### config.mk
export PLATFORM = sky130hd
export DESIGN_NAME = dmem_arbiter_flat
export DESIGN_NICKNAME = d
export VERILOG_FILES = /design/src/rtl/dmem_arbiter_if.sv /design/src/rtl/dmem_arbiter.sv /design/src/flat_wrapper.sv
export SDC_FILE = /design/constraint.sdc
export NUM_CORES = 1
export LEC_CHECK = 0
export CAP_MARGIN = 20
export CORE_MARGIN = 8
export CORE_UTILIZATION = 34
export DETAILED_ROUTE_END_ITERATION = 10
export PLACE_DENSITY_LB_ADDON = 0.3
export SLEW_MARGIN = 30
export SYNTH_ARGS = -nofsm -noshare
export SYNTH_HDL_FRONTEND = slang
export SYNTH_SLANG_ARGS = --single-unit
### constraint.sdc
create_clock -name CLK -period 2.6 [get_ports CLK]
set_clock_uncertainty 0.05 [all_clocks]
set_input_delay 0.52 -clock CLK [delete_from_list [all_inputs] [get_ports CLK]]
set_output_delay 0.52 -clock CLK [all_outputs]
set_load 0.005 [all_outputs]
### src/rtl/dmem_arbiter_if.sv
// ============================================================================
// Module      : dmem_arbiter_if
// Description : Core, host and memory-side signals of the data-memory arbiter.
// Revision    : 1.0 - initial release
// ============================================================================
`default_nettype none
`timescale 1ns/1ps

interface dmem_arbiter_if #(
  parameter int AW = 8,
  parameter int DW = 8
);
  logic          core_req;
  logic          core_we;
  logic [AW-1:0] core_addr;
  logic [DW-1:0] core_wdata;
  logic          core_gnt;
  logic          core_stall;
  logic          core_rvalid;
  logic [DW-1:0] core_rdata;

  logic          host_req;
  logic          host_we;
  logic          host_lock;
  logic [AW-1:0] host_addr;
  logic [DW-1:0] host_wdata;
  logic          host_gnt;
  logic          host_rvalid;
  logic [DW-1:0] host_rdata;

  logic          mem_en;
  logic          mem_we;
  logic [AW-1:0] mem_addr;
  logic [DW-1:0] mem_wdata;
  logic [DW-1:0] mem_rdata;

  // Arbiter side
  modport slave (
    input  core_req, core_we, core_addr, core_wdata,
    input  host_req, host_we, host_lock, host_addr, host_wdata,
    input  mem_rdata,
    output core_gnt, core_stall, core_rvalid, core_rdata,
    output host_gnt, host_rvalid, host_rdata,
    output mem_en, mem_we, mem_addr, mem_wdata
  );

  // Requester / memory side
  modport master (
    output core_req, core_we, core_addr, core_wdata,
    output host_req, host_we, host_lock, host_addr, host_wdata,
    output mem_rdata,
    input  core_gnt, core_stall, core_rvalid, core_rdata,
    input  host_gnt, host_rvalid, host_rdata,
    input  mem_en, mem_we, mem_addr, mem_wdata
  );
endinterface

`default_nettype wire

### src/rtl/dmem_arbiter.sv
// ============================================================================
// Module      : dmem_arbiter
// Description : Core/host arbiter for a single-port data memory with host
//               starvation guard, lock bursts and a core stall counter.
// Revision    : 1.0 - initial release
// ============================================================================
`default_nettype none
`timescale 1ns/1ps

module dmem_arbiter #(
  parameter int AW       = 8,
  parameter int DW       = 8,
  parameter int MAX_WAIT = 4,
  parameter int CTW      = 16
) (
  input  wire logic           CLK,
  input  wire logic           reset,
  dmem_arbiter_if.slave       bus,
  output logic [CTW-1:0]      stall_ct
);

  typedef enum logic [1:0] {
    RV_NONE = 2'd0,
    RV_CORE = 2'd1,
    RV_HOST = 2'd2
  } rv_tag_e;

  localparam logic [3:0]     WAIT_MAX = 4'(MAX_WAIT);
  localparam logic [CTW-1:0] CT_MAX   = '1;

  rv_tag_e        rv_q,        rv_d;
  logic [3:0]     wait_cnt_q,  wait_cnt_d;
  logic           last_host_q, last_host_d;
  logic [CTW-1:0] stall_ct_q,  stall_ct_d;

  logic host_win;
  logic core_gnt;
  logic host_gnt;
  logic core_stall;
  logic core_rvalid;
  logic host_rvalid;

  // Core has default priority; host wins when uncontested, starved or locked.
  always_comb begin
    host_win = bus.host_req &&
               (!bus.core_req ||
                (wait_cnt_q == WAIT_MAX) ||
                (bus.host_lock && last_host_q));
    host_gnt    = reset && host_win;
    core_gnt    = reset && bus.core_req && !host_win;
    core_stall  = reset && bus.core_req && !core_gnt;
    core_rvalid = reset && (rv_q == RV_CORE);
    host_rvalid = reset && (rv_q == RV_HOST);
  end

  always_comb begin
    bus.mem_en    = core_gnt || host_gnt;
    bus.mem_we    = 1'b0;
    bus.mem_addr  = '0;
    bus.mem_wdata = '0;
    if (host_gnt) begin
      bus.mem_we    = bus.host_we;
      bus.mem_addr  = bus.host_addr;
      bus.mem_wdata = bus.host_wdata;
    end else if (core_gnt) begin
      bus.mem_we    = bus.core_we;
      bus.mem_addr  = bus.core_addr;
      bus.mem_wdata = bus.core_wdata;
    end
  end

  always_comb begin
    bus.core_gnt    = core_gnt;
    bus.core_stall  = core_stall;
    bus.core_rvalid = core_rvalid;
    bus.core_rdata  = core_rvalid ? bus.mem_rdata : '0;
    bus.host_gnt    = host_gnt;
    bus.host_rvalid = host_rvalid;
    bus.host_rdata  = host_rvalid ? bus.mem_rdata : '0;
    stall_ct        = stall_ct_q;
  end

  always_comb begin
    rv_d = RV_NONE;
    if (host_gnt && !bus.host_we) begin
      rv_d = RV_HOST;
    end else if (core_gnt && !bus.core_we) begin
      rv_d = RV_CORE;
    end

    wait_cnt_d = 4'd0;
    if (bus.host_req && !host_gnt) begin
      wait_cnt_d = (wait_cnt_q == WAIT_MAX) ? WAIT_MAX : wait_cnt_q + 4'd1;
    end

    last_host_d = host_gnt;

    stall_ct_d = stall_ct_q;
    if (core_stall && (stall_ct_q != CT_MAX)) begin
      stall_ct_d = stall_ct_q + 1'b1;
    end
  end

  always_ff @(posedge CLK or negedge reset) begin
    if (!reset) begin
      rv_q        <= RV_NONE;
      wait_cnt_q  <= 4'd0;
      last_host_q <= 1'b0;
      stall_ct_q  <= '0;
    end else begin
      rv_q        <= rv_d;
      wait_cnt_q  <= wait_cnt_d;
      last_host_q <= last_host_d;
      stall_ct_q  <= stall_ct_d;
    end
  end

endmodule

`default_nettype wire

### src/flat_wrapper.sv
// flat-port wrapper written by rule: the top's interface ports become plain ports
module dmem_arbiter_flat 
#(
  parameter int AW       = 8,
  parameter int DW       = 8,
  parameter int MAX_WAIT = 4,
  parameter int CTW      = 16
)
  (CLK, reset, stall_ct, bus_core_req, bus_core_we, bus_core_addr, bus_core_wdata, bus_host_req, bus_host_we, bus_host_lock, bus_host_addr, bus_host_wdata, bus_mem_rdata, bus_core_gnt, bus_core_stall, bus_core_rvalid, bus_core_rdata, bus_host_gnt, bus_host_rvalid, bus_host_rdata, bus_mem_en, bus_mem_we, bus_mem_addr, bus_mem_wdata);
  dmem_arbiter_if #(.AW(AW), .DW(DW)) bus_i ();
  input  wire logic CLK;
  input  wire logic reset;
  output logic [CTW-1:0] stall_ct;
  input wire logic [$bits(bus_i.core_req)-1:0] bus_core_req;
  input wire logic [$bits(bus_i.core_we)-1:0] bus_core_we;
  input wire logic [$bits(bus_i.core_addr)-1:0] bus_core_addr;
  input wire logic [$bits(bus_i.core_wdata)-1:0] bus_core_wdata;
  input wire logic [$bits(bus_i.host_req)-1:0] bus_host_req;
  input wire logic [$bits(bus_i.host_we)-1:0] bus_host_we;
  input wire logic [$bits(bus_i.host_lock)-1:0] bus_host_lock;
  input wire logic [$bits(bus_i.host_addr)-1:0] bus_host_addr;
  input wire logic [$bits(bus_i.host_wdata)-1:0] bus_host_wdata;
  input wire logic [$bits(bus_i.mem_rdata)-1:0] bus_mem_rdata;
  output wire logic [$bits(bus_i.core_gnt)-1:0] bus_core_gnt;
  output wire logic [$bits(bus_i.core_stall)-1:0] bus_core_stall;
  output wire logic [$bits(bus_i.core_rvalid)-1:0] bus_core_rvalid;
  output wire logic [$bits(bus_i.core_rdata)-1:0] bus_core_rdata;
  output wire logic [$bits(bus_i.host_gnt)-1:0] bus_host_gnt;
  output wire logic [$bits(bus_i.host_rvalid)-1:0] bus_host_rvalid;
  output wire logic [$bits(bus_i.host_rdata)-1:0] bus_host_rdata;
  output wire logic [$bits(bus_i.mem_en)-1:0] bus_mem_en;
  output wire logic [$bits(bus_i.mem_we)-1:0] bus_mem_we;
  output wire logic [$bits(bus_i.mem_addr)-1:0] bus_mem_addr;
  output wire logic [$bits(bus_i.mem_wdata)-1:0] bus_mem_wdata;
  assign bus_i.core_req = bus_core_req;
  assign bus_i.core_we = bus_core_we;
  assign bus_i.core_addr = bus_core_addr;
  assign bus_i.core_wdata = bus_core_wdata;
  assign bus_i.host_req = bus_host_req;
  assign bus_i.host_we = bus_host_we;
  assign bus_i.host_lock = bus_host_lock;
  assign bus_i.host_addr = bus_host_addr;
  assign bus_i.host_wdata = bus_host_wdata;
  assign bus_i.mem_rdata = bus_mem_rdata;
  assign bus_core_gnt = bus_i.core_gnt;
  assign bus_core_stall = bus_i.core_stall;
  assign bus_core_rvalid = bus_i.core_rvalid;
  assign bus_core_rdata = bus_i.core_rdata;
  assign bus_host_gnt = bus_i.host_gnt;
  assign bus_host_rvalid = bus_i.host_rvalid;
  assign bus_host_rdata = bus_i.host_rdata;
  assign bus_mem_en = bus_i.mem_en;
  assign bus_mem_we = bus_i.mem_we;
  assign bus_mem_addr = bus_i.mem_addr;
  assign bus_mem_wdata = bus_i.mem_wdata;
  dmem_arbiter #(.AW(AW), .DW(DW), .MAX_WAIT(MAX_WAIT), .CTW(CTW)) u_core (.CLK(CLK), .reset(reset), .bus(bus_i), .stall_ct(stall_ct));
endmodule
==> summary.txt, run 1 <==
Detailed routing
  – First DRT Iteration DRCs: 70
  – Total length of routed met2 wires: 3.09 mm
  – WL met3: 499 um
  – Post-Route WL: between 5 and 6 mm
  – Number of routed nets with antenna violations: 0
  – Highest layer used for signal routing: met4
  – Count of vias placed by the detailed router: 1667
  – Drt pass-1 iters: 4
  – Met1 Routed Length: ~2.2 mm
  – DR DRC count: 0
  – Wirelength per Cell: ~17 um
  – Ratio of routed vias to standard cells: approximately 4.9

Finish
  – Layout area overhead: 113%
  – Share of post-route cells with drive strength above 1: 0.244
  – Top library cells by usage in the layout, fill and taps aside: sky130_fd_sc_hd__clkdlybuf4s50_1 (76), sky130_fd_sc_hd__buf_4 (37), sky130_fd_sc_hd__dfrtp_1 (23), sky130_fd_sc_hd__a22o_1 (17), sky130_fd_sc_hd__and2_1 (16)
  – Core occupancy in the finished layout: 0.730
  – Fill cell total of the finished layout: 289
  – Post-layout instance count excluding filler cells: about 340
  – Area of all placed cells without fillers: 2860 um2
  – Fin nets: roughly 340
  – Antenna cell count: 0
  – Most common library cell in the layout ignoring fill and taps: sky130_fd_sc_hd__clkdlybuf4s50_1

Timing
  – Setup-violating endpoint count in the final report: 0
  – Max frequency: 0.388 GHz
  – Final Hold Viols: 0
  – Count of final max-slew check failures: 0
  – Setup repair after global routing missed its margin: true
  – Worst-case setup margin in the final layout: between 20 and 25 ps
  – Max transition margin: 0.813
  – Worst Tran Pin Value: roughly 280 ps
  – Part of the cycle the worst path needs: 0.991
  – Crit path time final: approximately 2600 ps

Placement
  – Pre-CTS WS: -365 ps
  – Total of buffers placed on input and output ports: 101
  – Placed Area: ~2500 um2
  – Final weighted congestion in routability-driven placement: between 0.7 and 0.8
  – Placed Instances: 300
  – Detail Placement HPWL: just over 4 mm

Critical path
  – Crit Path Category: reg2reg
  – Worst setup path startpoint: u_core.wait_cnt_q[0]
  – Destination of the worst register-to-register timing path: u_core.wait_cnt_q[0]
  – Largest fanout of any net on the critical path: 2
  – Worst flop-to-flop path startpoint: u_core.wait_cnt_q[0]
  – Sort of element at the end of the critical path: flop
  – Worst Setup Start Kind: flop
  – Depth of the worst register-to-register path: 19
  – Crit path arrival time: ~2700 ps
  – FF-to-FF setup slack: between 20 and 25 ps
  – Capturing instance or port of the critical path: u_core.wait_cnt_q[0]
  – CP Data Required Time: around 2700 ps

Synthesis
  – Multiplexer fraction of the synthesized cell area: 0.0167
  – Synth Area in Adders: 0.0279
  – Ranking of synthesized cells by area: sky130_fd_sc_hd__dfrtp_1 (43%), sky130_fd_sc_hd__a22o_1 (11%), sky130_fd_sc_hd__xnor2_1 (8.5%), sky130_fd_sc_hd__and2_1 (7.4%), sky130_fd_sc_hd__nand3_1 (4.1%)
  – Distinct cells, synth: 30
  – Compound-Gate Fraction of Synth Area: 0.150
  – Sequential share of the synthesized area: 0.428
  – Fraction of synthesized cell area in xor and xnor cells: 0.0912
  – Mean instance size in the synthesized netlist: between 9 and 10 um2
  – Post-Synth Simple-Gate Area: 0.257
  – Main combinational cell family by area after synthesis: simple AND/OR/NAND/NOR gates
  – Net count after synthesis: approximately 190
  – Register bit count reported by yosys: 23
  – Area of the mapped netlist: roughly 1300 um2
  – Cells after Synth: ~140
  – Cell accounting for the most synthesized area: sky130_fd_sc_hd__dfrtp_1
  – Synth warnings: 0
  – Portion of synthesized cell area occupied by the leading cell type: 0.428

Pwr
  – Largest vdd supply drop: roughly 0.0003 V
  – Power density relative to cell area: roughly 360 nW/um2
  – Leakage component of the power: approximately 1.3 nW
  – Pwr Total: roughly 0.0010 W

Floorplan
  – Core Rows: 23
  – Initial standard-cell utilization of the core: 0.344
  – IO Count: just over 100
  – Die ar.: between 6000 and 7000 um2
  – Height of the chip: 78.9 um
  – DIE WIDTH: about 80 um
  – Core area: slightly below 4000 um2

Clocking
  – CTS clock-pin slew for the worst setup and hold paths: around 80 ps
  – Clock latency of the later-clocked register in the worst-skew pair: between 200 and 300 ps
  – Maximum root-to-sink buffer count: 2
  – TritonCTS clock tree: built
  – Clock buffer count from CTS: 3
  – # H-tree levels: 1
  – Number of sinks on the clock net: 23
  – CTS Root Cell: sky130_fd_sc_hd__clkbuf_8

GRT
  – Via count of the first global-routing pass: 1788
  – Initial antenna violation count: 0
  – Aggregate global-route resource usage: 0.182
  – Largest net degree at the start of global routing: 22
  – First-pass GRT wire length: between 8 and 9 mm
  – Sum of overflow across all layers after global routing: 0

Min path
  – Class of the tightest hold or removal check: reg2reg

Job
  – Number of maximum-capacitance violations: 0

Status
  – Status: completed
[through the flow]
stage	hold WS [ps]	setup TNS (ps)
5_1_grt	460	-49.5
2_1_floorplan	174	0
6_report	445	0
3_5_place_dp	443	-7340
4_1_cts	439	0
3_3_place_gp	431	-6470
[where the power goes]
group | total [W] | internal, W | switching, W
Combinational | 0.000380 | 0.000253 | 0.000127
Sequential | 0.000440 | 0.000392 | 0.0000475
Clock | 0.000220 | 0.000107 | 0.000113
[how the worst min path moves through the flow]
stage                        startpoint                   to  slack, ps  cells after the start
detailed placement  u_core.stall_ct[10]  u_core.stall_ct[10]        440                      1
global placement    u_core.stall_ct[10]  u_core.stall_ct[10]        430                      1
global route                      reset       u_core.rv_q[1]        460                      3
CTS                               reset       u_core.rv_q[1]        440                      3
finish               u_core.stall_ct[6]   u_core.stall_ct[6]        450                      1
floorplan                         reset   u_core.last_host_q        170                      0
[synth_stat cells, drive strengths merged]
cell type,number
dfrtp,23
ha,3
and2,16
o21a,2
or3,1
a22o,17
nor3,4
and3b,1
a21oi,2
xnor2,13
mux2,2
nor2,8
and4,1
xor2,1
nand3b,1
clkbuf,1
o21ai,1
and3,3
nand2b,1
nand4,7
inv,4
nand3,11
a21boi,2
nand2,10
buf,3
[critical path, cell delays in order, from the launching register on]
cell                      delay (ps)
sky130_fd_sc_hd__dfrtp_1         380
sky130_fd_sc_hd__inv_2            50
sky130_fd_sc_hd__buf_6           110
sky130_fd_sc_hd__buf_6           110
sky130_fd_sc_hd__buf_4           120
sky130_fd_sc_hd__buf_4           120
sky130_fd_sc_hd__buf_4           120
sky130_fd_sc_hd__buf_4           120
sky130_fd_sc_hd__buf_4           120
sky130_fd_sc_hd__buf_4           120
sky130_fd_sc_hd__buf_6           100
sky130_fd_sc_hd__buf_4           120
sky130_fd_sc_hd__buf_4           120
sky130_fd_sc_hd__buf_4           130
sky130_fd_sc_hd__buf_6           110
sky130_fd_sc_hd__buf_4           120
sky130_fd_sc_hd__buf_4           130
sky130_fd_sc_hd__buf_4           130
sky130_fd_sc_hd__nand2_2          40
sky130_fd_sc_hd__nor2_1           40
[state kept, by name (all words and copies together), names as in the netlist]
register and count:
u_core.wait_cnt_q 4, u_core.last_host_q 1, u_core.stall_ct 16, u_core.rv_q 2
[layout make-up]
type                       instances  area [um2]  area share
multi-input combinational        108         771       0.270
clock inverter                     1        5.00     0.00175
sequential                        23         576       0.201
inverter                           4        15.0     0.00525
clock buffer                       3        41.3      0.0144
timing repair buffer             148        1390       0.486
tap                               50        62.6      0.0219
[kinds of logic after synthesis]
kind of cell	after synthesis
XOR/XNOR	14
multiplexers	2
AO/OA/AOI/OAI	24
flip-flops	23
AND/OR/NAND/NOR	64
adder cells (fa/ha/maj)	3
buffers and inverters	8
[per-layer routing]
metal / up-vias / global-route usage
met3: 8 / 0.0722
met1: 790 / 0.191
met2: 78 / 0.323
met5: - / 0
met4: 0 / 0.0611
li1: 791 / -
[what timing repair did]
item                       4_1_cts  5_1_grt
resized for setup               38       24
pin swaps                        4        2
gates cloned                     3        1
setup endpoints to repair       36       23
buffers inserted                31        2
hold buffers                     0        0
Note: power is estimated with default switching activity, not from simulation.
==> run 2, diff against run 1 <==
- SLEW_MARGIN: 30 -> not set
==> results of run 2 <==
Final layout, timing and power as in run 1 (identical DEF).
